==> src/rtl/dmg_lcd_pkg.sv <==
// dmg_lcd_pkg: shared types, constants and helpers for the DMG LCD capture block.
package dmg_lcd_pkg;

  localparam int DMG_H_PIXELS = 160;
  localparam int DMG_V_LINES  = 144;

  typedef logic [1:0] pixel_t;

  typedef enum logic [1:0] {
    WAIT_FRAME = 2'd0,
    ACTIVE     = 2'd1,
    HSYNC      = 2'd2
  } dmg_state_e;

  typedef struct packed {
    dmg_state_e state;
    logic       datal;
    logic       altsig;
  } dmg_dbg_t;

  // Bit positions of the panel pins in the synchronizer bank.
  localparam int PIN_D0     = 0;
  localparam int PIN_D1     = 1;
  localparam int PIN_HS     = 2;
  localparam int PIN_VS     = 3;
  localparam int PIN_CLK    = 4;
  localparam int PIN_DATAL  = 5;
  localparam int PIN_ALTSIG = 6;
  localparam int PIN_N      = 7;

  function automatic logic [7:0] sat_inc8(input logic [7:0] v);
    return (v == 8'hff) ? v : v + 8'd1;
  endfunction

endpackage

==> src/rtl/dmg_sync_edge.sv <==
// dmg_sync_edge: 2-flop synchronizer for one asynchronous pin plus an edge register
// producing the synchronized level and single-cycle rise/fall strobes.
module dmg_sync_edge (
  input  logic clk,
  input  logic rst,
  input  logic din,
  output logic level,
  output logic rise,
  output logic fall
);

  logic s1, s2, s3;

  always_ff @(posedge clk or posedge rst) begin
    if (rst) begin
      s1 <= 1'b0;
      s2 <= 1'b0;
      s3 <= 1'b0;
    end else begin
      s1 <= din;
      s2 <= s1;
      s3 <= s2;
    end
  end

  assign level = s2;
  assign rise  = s2 & ~s3;
  assign fall  = ~s2 & s3;

endmodule

==> src/rtl/dmg_lcd_capture.sv <==
// dmg_lcd_capture: DMG LCD bus receiver producing addressed 2-bit framebuffer writes and
// frame/line markers. Define DMG_LCD_CAP_STATS_EN to build the frame_cnt/err_cnt counters.
module dmg_lcd_capture
  import dmg_lcd_pkg::*;
#(
  parameter int H_PIXELS = DMG_H_PIXELS,
  parameter int V_LINES  = DMG_V_LINES,
  parameter int TIMEOUT  = 65535
) (
  input  logic        clk_32m,
  input  logic        rst,
  input  logic        lcd_d0,
  input  logic        lcd_d1,
  input  logic        lcd_hsync,
  input  logic        lcd_vsync,
  input  logic        lcd_clk,
  input  logic        lcd_datal,
  input  logic        lcd_altsig,
  output logic        pix_we,
  output logic [7:0]  pix_x,
  output logic [7:0]  pix_y,
  output pixel_t      pix_data,
  output logic        frame_start,
  output logic        line_done,
  output logic        lcd_off,
  output logic        line_err,
  output logic [15:0] frame_cnt,
  output logic [7:0]  err_cnt,
  output dmg_dbg_t    dbg
);

  localparam int             WD_W   = $clog2(TIMEOUT + 1);
  localparam logic [WD_W-1:0] WD_MAX = WD_W'(TIMEOUT);
  localparam logic [7:0]     H_LIM  = 8'(H_PIXELS);
  localparam logic [7:0]     V_LIM  = 8'(V_LINES);

  logic [PIN_N-1:0] pin_raw, pin_lvl, pin_rise, pin_fall;

  assign pin_raw = {lcd_altsig, lcd_datal, lcd_clk, lcd_vsync, lcd_hsync, lcd_d1, lcd_d0};

  for (genvar i = 0; i < PIN_N; i++) begin : g_pin
    dmg_sync_edge u_sync (
      .clk  (clk_32m),
      .rst  (rst),
      .din  (pin_raw[i]),
      .level(pin_lvl[i]),
      .rise (pin_rise[i]),
      .fall (pin_fall[i])
    );
  end

  logic unused_pins;
  assign unused_pins = &{1'b0, pin_rise, pin_fall, pin_lvl};

  dmg_state_e      state;
  logic [7:0]      x, y, x_next;
  logic [WD_W-1:0] wd_cnt;
  logic            activity, wd_hit, px_strobe, new_frame;

  assign activity  = pin_rise[PIN_CLK] | pin_fall[PIN_CLK] | pin_rise[PIN_HS] | pin_fall[PIN_HS];
  assign wd_hit    = (wd_cnt == WD_MAX) && !activity;
  assign new_frame = pin_fall[PIN_HS] && pin_lvl[PIN_VS] && (state != ACTIVE);
  // A pixel clock fall coinciding with hsync rise still belongs to the closing line.
  assign px_strobe = pin_fall[PIN_CLK] && (!pin_lvl[PIN_HS] || pin_rise[PIN_HS]);
  assign x_next    = px_strobe ? sat_inc8(x) : x;

  always_ff @(posedge clk_32m or posedge rst) begin
    if (rst) begin
      wd_cnt <= '0;
    end else if (activity) begin
      wd_cnt <= '0;
    end else if (wd_cnt != WD_MAX) begin
      wd_cnt <= wd_cnt + WD_W'(1);
    end
  end

  // pix_we is a valid-only strobe with no backpressure: pix_x/pix_y/pix_data are
  // meaningful only in the cycle pix_we is high and hold otherwise.
  always_ff @(posedge clk_32m or posedge rst) begin
    if (rst) begin
      state       <= WAIT_FRAME;
      x           <= '0;
      y           <= '0;
      pix_we      <= 1'b0;
      pix_x       <= '0;
      pix_y       <= '0;
      pix_data    <= '0;
      frame_start <= 1'b0;
      line_done   <= 1'b0;
      line_err    <= 1'b0;
      lcd_off     <= 1'b1;
    end else begin
      pix_we      <= 1'b0;
      frame_start <= 1'b0;
      line_done   <= 1'b0;
      line_err    <= 1'b0;
      if (wd_hit) begin
        lcd_off <= 1'b1;
        state   <= WAIT_FRAME;
      end else if (new_frame) begin
        x           <= '0;
        y           <= '0;
        frame_start <= 1'b1;
        lcd_off     <= 1'b0;
        state       <= ACTIVE;
      end else begin
        case (state)
          ACTIVE: begin
            if (px_strobe) begin
              if (x < H_LIM && y < V_LIM) begin
                pix_we   <= 1'b1;
                pix_x    <= x;
                pix_y    <= y;
                pix_data <= {pin_lvl[PIN_D1], pin_lvl[PIN_D0]};
              end
              x <= x_next;
            end
            if (pin_rise[PIN_HS]) begin
              state <= HSYNC;
              if (y < V_LIM) begin
                line_done <= 1'b1;
                line_err  <= (x_next != H_LIM);
              end
            end
          end
          HSYNC: begin
            if (pin_fall[PIN_HS]) begin
              y     <= sat_inc8(y);
              x     <= '0;
              state <= ACTIVE;
            end
          end
          default: state <= WAIT_FRAME;
        endcase
      end
    end
  end

`ifdef DMG_LCD_CAP_STATS_EN
  always_ff @(posedge clk_32m or posedge rst) begin
    if (rst) begin
      frame_cnt <= '0;
      err_cnt   <= '0;
    end else begin
      if (frame_start) frame_cnt <= frame_cnt + 16'd1;
      if (line_err && err_cnt != 8'hff) err_cnt <= err_cnt + 8'd1;
    end
  end
`else
  assign frame_cnt = '0;
  assign err_cnt   = '0;
`endif

  assign dbg.state  = state;
  assign dbg.datal  = pin_lvl[PIN_DATAL];
  assign dbg.altsig = pin_lvl[PIN_ALTSIG];

endmodule
==> config.mk <==
export PLATFORM = sky130hd
export DESIGN_NAME = dmg_lcd_capture
export DESIGN_NICKNAME = d
export VERILOG_FILES = /design/src/rtl/dmg_lcd_pkg.sv /design/src/rtl/dmg_sync_edge.sv /design/src/rtl/dmg_lcd_capture.sv
export SDC_FILE = /design/constraint.sdc
export NUM_CORES = 1
export LEC_CHECK = 0
export CELL_PAD_IN_SITES_DETAIL_PLACEMENT = 1
export CELL_PAD_IN_SITES_GLOBAL_PLACEMENT = 2
export CORE_MARGIN = 2
export CORE_UTILIZATION = 30
export CTS_CLUSTER_SIZE = 8
export DETAILED_ROUTE_END_ITERATION = 6
export GPL_ROUTABILITY_DRIVEN = 0
export PLACE_DENSITY_LB_ADDON = 0.08
export SLEW_MARGIN = 5
export SYNTH_ARGS = -nofsm -noshare
export SYNTH_HDL_FRONTEND = slang
export SYNTH_SLANG_ARGS = --single-unit
==> constraint.sdc <==
create_clock -name clk_32m -period 2.9 [get_ports clk_32m]
set_clock_uncertainty 0.05 [all_clocks]
set_input_delay 0.58 -clock clk_32m [delete_from_list [all_inputs] [get_ports clk_32m]]
set_output_delay 0.58 -clock clk_32m [all_outputs]
set_load 0.02 [all_outputs]
# Yosys cells after proc, flatten, opt, wreduce, memory -nomap -nowiden
# Cells that the tools add are included.
# Widths: inputs -> output; s select.
# totals
ff_bits,73
in_bits,9
out_inout_bits,51
elab_cells,112
# op_classes
add_sub_neg,3
magnitude_cmp,2
eq_ne,13
muxes,36
n_bitwise,13
n_reduce_logical,17
# op_table
cell,n
$mux 8,9
$mux 16,2
$mux 1,19
$add 16x1->16 const B,1
$add 8x1->8 const B,2
$eq 16x16->1 const B,1
$eq 8x8->1 const B,2
$lt 8x8->1 const B,2
$ne 16x16->1 const B,1
$pmux 8 s2,1
$mux 2,4
$ne 4x3->1 const B,2
$ne 8x8->1 const B,1
$reduce_and 4->1,2
$reduce_bool 2->1,4
$not 1->1,6
$logic_and 1x1->1,5
$reduce_and 5->1,1
$and 1x1->1,4
$pmux 2 s2,1
$ne 3x2->1 const B,1
$ne 3x3->1 const B,1
$or 1x1->1,3
$reduce_bool 3->1,1
7 further kinds,8

# Logic depth before layout (Yosys ltp)
# Gate-level depths: netlist (run 1).
# depth
word_depth,11
mapped_depth,7
mapped_depth_nobuf,7

# Cells and area by module
# Synthesis (run 1) repeated with hierarchy kept, for this count alone.
# hier_totals
cells_unflattened,325
hier_area_um2,3629.7
# modules_own_cells
module,instances,cells_per_inst,area_each_um2
dmg_lcd_capture,1,283,2972.9
dmg_sync_edge,7,6,93.8

# Worst setup path before layout (run 1)
# No wires, ideal clock.
# synth_timing
path_type,reg-to-reg
startpoint,register wd_cnt[0]
endpoint,register pix_data[0]
setup_time_ps,125
t_arrival_ps,1933
required_ps,2725
path_slack_ps,792
path_stages_with_launch,8
n_path_buf,1
cell_sequence,dfrtp_1 -> ha_1 -> nand4_2 -> or4_4 -> nor2_4 -> nor3_4 -> buf_6 -> mux2_4
# synth_between
elab_chain_len,4
# synth_lines
item,line,source
start: declaration,dmg_lcd_capture.sv:57,logic [WD_W-1:0] wd_cnt;
start signal: assignment,dmg_lcd_capture.sv:73,wd_cnt <= wd_cnt + WD_W'(1);
$eq 16x16->1,dmg_lcd_capture.sv:61,assign wd_hit = (wd_cnt == WD_MAX) && !activity;
$logic_and 1x1->1,dmg_lcd_capture.sv:61,
$not 1->1 (no line),--,
$reduce_and 5->1 (no line),--,
end signal: assignment,dmg_lcd_capture.sv:114,"pix_data <= {pin_lvl[PIN_D1], pin_lvl[PIN_D0]};"
end: declaration,dmg_lcd_capture.sv:22,"output pixel_t pix_data,"
# No other way between the ends.
# A chain may end at the register's enable or synchronous reset.

# Worst setup path after layout (run 1)
# layout_timing
startpoint,register wd_cnt[0]
endpoint,register pix_y[3]
# layout_between
elab_chain_len,4
# layout_lines
item,line,source
$eq 16x16->1,dmg_lcd_capture.sv:61,
$logic_and 1x1->1,dmg_lcd_capture.sv:61,
$not 1->1 (no line),--,
$reduce_and 5->1 (no line),--,
end signal: assignment,dmg_lcd_capture.sv:113,pix_y <= y;
end: declaration,dmg_lcd_capture.sv:21,"output logic [7:0] pix_y,"
# No other way between the ends.

==> impl_metrics.yaml, run 1 <==
cts:
  hold_buffers: 0
  cts_made_buffers: 9
  tritoncts: "yes"
  cts_resized: 0
  clock_sinks: 73
  post_cts_buffers: 0
  cts.clk_slew.worst_paths_ns: 0.06
  htreeDepth: 3
  clock_latency_ns: 0.33
  cts_buffer_depth: 2
  clockRootBuffer: "clkbuf_16"
timing:
  tightest_slew_ns: 0.8248
  slew_violations: 0
  maxSlewHeadroom: 0.4455
  grt_setup_unrepaired: "no"
  finalHoldViolations: 0
  finalCritPeriodShare: 0.8405
  timing.hold.ws_ns: 0.2985
  setup_viol: 0
  fin_tns_setup_ns: 0
  layout_min_cycle_time_ns: 2.438
  clock.fmax_ghz: 0.4103
cells_and_area:
  layout_common_cells: "dfrtp_1, clkdlybuf4s50_1, nor2_1, conb_1, nand2_1"
  fillerInstances: 1291
  mostFrequentLayoutCell: "dfrtp_1"
  drive_above_1_share: 0.1471
  layout.nets: 375
  antennaDiodeCount: 0
  post-route-util: 0.3735
  syn_to_final_growth_pct: 21.58
critical_path:
  start_kind: "flip-flop"
  path_class: "reg -> reg"
  crit_fanout: 13
  endpoint_kind: "flip-flop"
  reg2reg_from: "wd_cnt[0]"
  cp.arrival_ns: 2.60
  required_ns: 3.06
  crit_start: "wd_cnt[0]"
grt:
  grt.total_usage: 0.1310
  antenna_found_initial: 0
  grt_overflow_total: 0
  grt_max_degree: 56
  grt_pass1_vias: 2479
  grt_pass1_wl_um: 13080
routing:
  routed-via-count: 2438
  met3_length_um: 261
  highest_layer: "met4"
  drc_errors: 0
  wl_um: 7721
  drtIter0Drc: 72
  wl_per_cell_um: 15.14
  ant_nets: 0
  viasPerCell: 4.780
  drt_first_pass_iters: 4
  wl_met2_um: 3589
  wl_met1_um: 3752
synthesis:
  ys_seq_area_frac: 0.5210
  synth_seq_cells: 73
  synth_warnings: 0
  synth_edf_count: 0
  synth_top_area_share: 0.5136
  netlist_area_mm2: 0.003508
  yosys.area.top_type: "dfrtp_1"
  ys_async_sr_fraction: 1.000
  synth_ff_type: "dfrtp_1"
  ys_top_cells_by_area: "dfrtp_1, buf_4, mux2_4"
  synth_cell_types: 56
  syn_avg_cell_area_um2: 10.86
  syn_inst: 323
die:
  core.rowCount: 39
  start_util: 0.3073
  ios: 60
  dieArea_mm2: 0.01258
  core_region_area_mm2: 0.01142
  die_h_um: 112.1
  fp.dieW_um: 112.1
place:
  portBuffers: 35
  hpwl_um: 5287
run_status:
  outcome: "finished, final reports clean"
power_and_ir_drop:
  peakVddDrop_v: 0.0003817
  p_per_area_mw_per_mm2: 714.5
  leakage_nw: 1.823
worst_hold_path:
  min-delay-start: "g_pin[0].u_sync.s1"
  hp-class: "reg -> reg"
run:
  cap_violations: 0
==> cell usage after synthesis (2+ instances only) <==
| cell type | number |
|---|---|
| a211o_1 | 2 |
| a21oi_1 | 10 |
| a31o_2 | 2 |
| a31oi_1 | 2 |
| a41oi_1 | 2 |
| and3_1 | 4 |
| buf_2 | 2 |
| buf_4 | 26 |
| clkbuf_1 | 6 |
| dfrtp_1 | 72 |
| ha_1 | 4 |
| inv_1 | 10 |
| mux2_2 | 9 |
| mux2_4 | 9 |
| nand2_1 | 23 |
| nand2b_1 | 4 |
| nand3_1 | 10 |
| nand4_1 | 9 |
| nor2_1 | 27 |
| nor3_1 | 9 |
| nor4_1 | 6 |
| o211ai_1 | 3 |
| o21a_1 | 2 |
| o21ai_0 | 13 |
| o22ai_1 | 2 |
| o31ai_1 | 5 |
| o41ai_1 | 3 |
| or2_2 | 2 |
| or4_1 | 2 |
| xnor2_1 | 9 |
| xor2_1 | 9 |
==> layout make-up <==
type	instances	area (um2)	area share
Clock buffer	11	252.7	0.05925
Clock inverter	5	77.57	0.01819
Inverter	10	37.54	0.008800
Multi-Input combinational cell	228	1490	0.3494
Sequential cell	73	1828	0.4286
Tap cell	143	178.9	0.04195
Timing Repair Buffer	40	400.4	0.09387
==> path summary, 6_finish.rpt <==
path	endpoint	slack (ns)	depth (start not counted)
worst max-delay path	pix_y[3]	0.46	7
worst min-delay path	g_pin[0].u_sync.level	0.30	0
worst max register to register	pix_y[3]	0.46	7
worst min register to register	g_pin[0].u_sync.level	0.30	0
max in group asynchronous	lcd_off	1.61	3
min in group asynchronous	g_pin[0].u_sync.s1	0.53	2
==> critical path, cell delays in order (launching register included) <==
cell and delay (ns):
dfrtp_1 0.40, ha_1 0.23, nand4_2 0.16, or4_4 0.67, nor2_4 0.16, nor3_4 0.09, buf_4 0.23, mux2_4 0.31
==> through the flow <==
stage | worst slack (ns) | instance area [um2] | total power, mW | instances
4_1_cts | 0.4269 | 4265 | 3.103 | 510
6_report | 0.4625 | 4265 | 3.048 | 510
5_1_grt | 0.3624 | 4265 | 3.207 | 510
3_3_place_gp | 0.5004 | 3935 | 1.854 | 494
3_5_place_dp | 0.4380 | 3935 | 1.857 | 494
2_1_floorplan | 0.4184 | 3595 | 1.646 | 346
==> power breakdown <==
group          switching, mW  internal, mW
combinational          0.324         0.270
clock                  0.421         0.797
sequential             0.114          1.12
total                  0.858          2.19
==> metal layers <==
layer / up-vias / global-route usage
li1: 1170 / -
met1: 1218 / 0.1770
met2: 43 / 0.2032
met3: 7 / 0.03564
met4: 0 / 0.04634
met5: - / 0
==> sequential cells by signal, indices dropped and copies added (netlist names), 7 cells and up <==
register	flops
g_pin.u_sync.level	7
g_pin.u_sync.s1	7
pix_x	8
pix_y	8
wd_cnt	16
x	8
y	8
==> kinds of logic (layout without fill, tap and decap cells) <==
kind of cell / Yosys count / after routing / share of synthesized area
mux: 19 / 19 / 0.07026
xor+xnor: 18 / 18 / 0.04494
compound gates: 53 / 53 / 0.1016
buf+inv: 45 / 66 / 0.07882
other cells: 1 / 24 / 0.001069
fa+ha+maj: 4 / 4 / 0.01427
flops: 73 / 73 / 0.5210
simple gates: 110 / 110 / 0.1680
Note: power is estimated with default switching activity, not from simulation.
==> run 2: changes to the inputs <==
==> constraint.sdc (replaced) <==
create_clock -name clk_32m -period 2 [get_ports clk_32m]
set_clock_uncertainty 0.05 [all_clocks]
set_input_delay 0.4 -clock clk_32m [delete_from_list [all_inputs] [get_ports clk_32m]]
set_output_delay 0.4 -clock clk_32m [all_outputs]
set_load 0.02 [all_outputs]
==> run 2 against run 1 <==
  * Register-to-register slack lost 0.41 ns
  * First-iteration DRC count shrank 36%
  * Maximum frequency grew 25%
  * Critical path depth is the same
  * Worst setup slack lost 0.41 ns
  * Final cell count grew 8.2%
  * Total power grew 44%
  * Wire length grew 6.5%
  * Worst hold slack lost 0.0016 ns
  * Via count grew 6.8%
  * Global-route usage grew 0.83 points
  * Sequential share of layout area shrank 3.6 points
  * Largest cell class unchanged
==> impl_metrics.yaml, run 2 (same netlist as run 1, synthesis figures left out) <==
run_status:
  outcome: "finished, final reports clean"
die:
  die_h_um: 112.1
  start_util: 0.3073
  ios: 60
  fp.dieW_um: 112.1
  dieArea_mm2: 0.01258
  core.rowCount: 39
  core_region_area_mm2: 0.01142
power_and_ir_drop:
  pwr-share-comb: 0.231
  fin_total_pwr_mw: 4.393
  pwr-share-seq: 0.398
  peakVddDrop_v: 0.0005108
  internal_power_mw: 3.133
  leakage_nw: 2.040
  p_sw_frac: 0.2869
  p_per_area_mw_per_mm2: 942.7
  p_sw_mw: 1.261
  clock_power_share: 0.371
cts:
  cts_made_buffers: 9
  clock_latency_ns: 0.34
  cts_buffer_depth: 2
  clock_sinks: 73
  tritoncts: "yes"
  clockRootBuffer: "clkbuf_16"
  cts.clk_slew.worst_paths_ns: 0.06
  htreeDepth: 3
  hold_buffers: 0
timing:
  grt_setup_unrepaired: "yes"
  worst_slack_ns: 0.05394
  finalHoldViolations: 0
  tightest_slew_ns: 0.5261
  layout_min_cycle_time_ns: 1.946
  slew_violations: 0
  setup_viol: 0
  clock.fmax_ghz: 0.5139
  maxSlewHeadroom: 0.6486
  finalCritPeriodShare: 0.9730
cells_and_area:
  drive_above_1_share: 0.2494
  largest_reg_flops: 16
  fillerInstances: 1280
  syn_to_final_growth_pct: 32.85
  regMostFlops: "wd_cnt"
  layout_common_cells: "dfrtp_1, buf_4, clkdlybuf4s50_1, nor2_1, conb_1"
  layout.nets: 418
  mostFrequentLayoutCell: "dfrtp_1"
  post-route-util: 0.4082
  antennaDiodeCount: 0
  fin_area_mm2: 0.004661
  final_cells: 552
critical_path:
  cp.arrival_ns: 2.12
  path_class: "reg -> reg"
  crit_fanout: 13
  start_kind: "flip-flop"
  endpoint_kind: "flip-flop"
  required_ns: 2.17
routing:
  ant_nets: 0
  routed-via-count: 2605
  wl_um: 8223
  drtIter0Drc: 46
  viasPerCell: 4.719
  drt_first_pass_iters: 4
  drc_errors: 0
  wl_per_cell_um: 14.90
grt:
  grt_max_degree: 24
  grt_overflow_total: 0
  grt.total_usage: 0.1393
  grt_pass1_vias: 2663
  antenna_found_initial: 0
  grt_pass1_wl_um: 13720
place:
  dp_cells: 536
  portBuffers: 35
  pre_cts_slack_ns: -0.007353
  hpwl_um: 5993
  place_area_mm2: 0.004298
run:
  cap_violations: 0
worst_hold_path:
  hp-class: "reg -> reg"
-- run 2: cell types whose count changed in the layout (fill, tap and decap cells not counted), moves of 2 or more --
| cell | delta |
|---|---|
| buf_12 | +3 |
| buf_4 | +38 |
| buf_6 | +2 |
| clkbuf_1 | +2 |
| clkinv_2 | -2 |
-- run 2: layout make-up --
class / count / area, um2 / area share
inverter: 10 / 41.29 / 0.008859
sequential: 73 / 1828 / 0.3922
clock buffer: 13 / 260.3 / 0.05584
timing repair buffer: 83 / 768.2 / 0.1648
clock inverter: 2 / 37.54 / 0.008054
tap: 143 / 178.9 / 0.03839
multi-input combinational: 228 / 1546 / 0.3318
-- run 2: routing by layer --
layer	global-route usage	up-vias	share of wire
li1	-	1258	-
met1	0.1731	1298	0.47
met2	0.2285	36	0.48
met3	0.03564	13	0.032
met4	0.06341	0	0.019
met5	0	-	0
-- run 2: path summary, 6_finish.rpt --
path | start | to | slack, ns | depth (start not counted)
worst max-delay path | wd_cnt[1] | pix_y[7] | 0.05 | 7
min in group asynchronous | rst | wd_cnt[0] | 0.40 | 2
worst max register to register | wd_cnt[1] | pix_y[7] | 0.05 | 7
worst min register to register | g_pin[6].u_sync.s1 | g_pin[6].u_sync.level | 0.30 | 0
worst min-delay path | g_pin[6].u_sync.s1 | g_pin[6].u_sync.level | 0.30 | 0
max in group asynchronous | rst | pix_x[1] | 1.02 | 3
-- run 2: what timing repair did --
item / CTS / global route
hold endpoints to repair: 0 / 0
pin swaps: 1 / 2
resized for setup: 0 / 10
endpoints found under the setup margin: 6 / 28
buffers inserted: 0 / 1
-- run 2: worst max-delay path: stages, from the launching register on --
cell and delay [ns]:
dfrtp_1 0.39, ha_4 0.17, nand4_4 0.10, or4_4 0.46, nor2_4 0.13, nor3_4 0.06, buf_12 0.17, mux2_4 0.29
-- run 2: metrics by stage --
stage	TNS, ns	hold WS [ns]
floorplan	0	0.2812
global placement	0	0.2869
finish	0	0.2970
global route	-0.07762	0.3038
CTS	0	0.2999
detailed placement	-0.01945	0.2865
-- run 2: power groups by stage --
stage	logic (mW)	clock network [mW]	registers, mW
floorplan	0.543	0	1.85
global placement	0.997	0	1.77
detailed placement	1.01	0	1.77
CTS	1.01	1.69	1.75
global route	1.11	1.75	1.77
finish	1.02	1.63	1.75
==> run 3: changes to the inputs <==
--- a/config.mk
+++ b/config.mk
@@ -5,6 +5,7 @@
 export SDC_FILE = /design/constraint.sdc
 export NUM_CORES = 1
 export LEC_CHECK = 0
+export CAP_MARGIN = 20
 export CELL_PAD_IN_SITES_DETAIL_PLACEMENT = 1
 export CELL_PAD_IN_SITES_GLOBAL_PLACEMENT = 2
 export CORE_MARGIN = 2
==> results of run 3 <==
Final layout, timing and power as in run 2 (identical DEF).
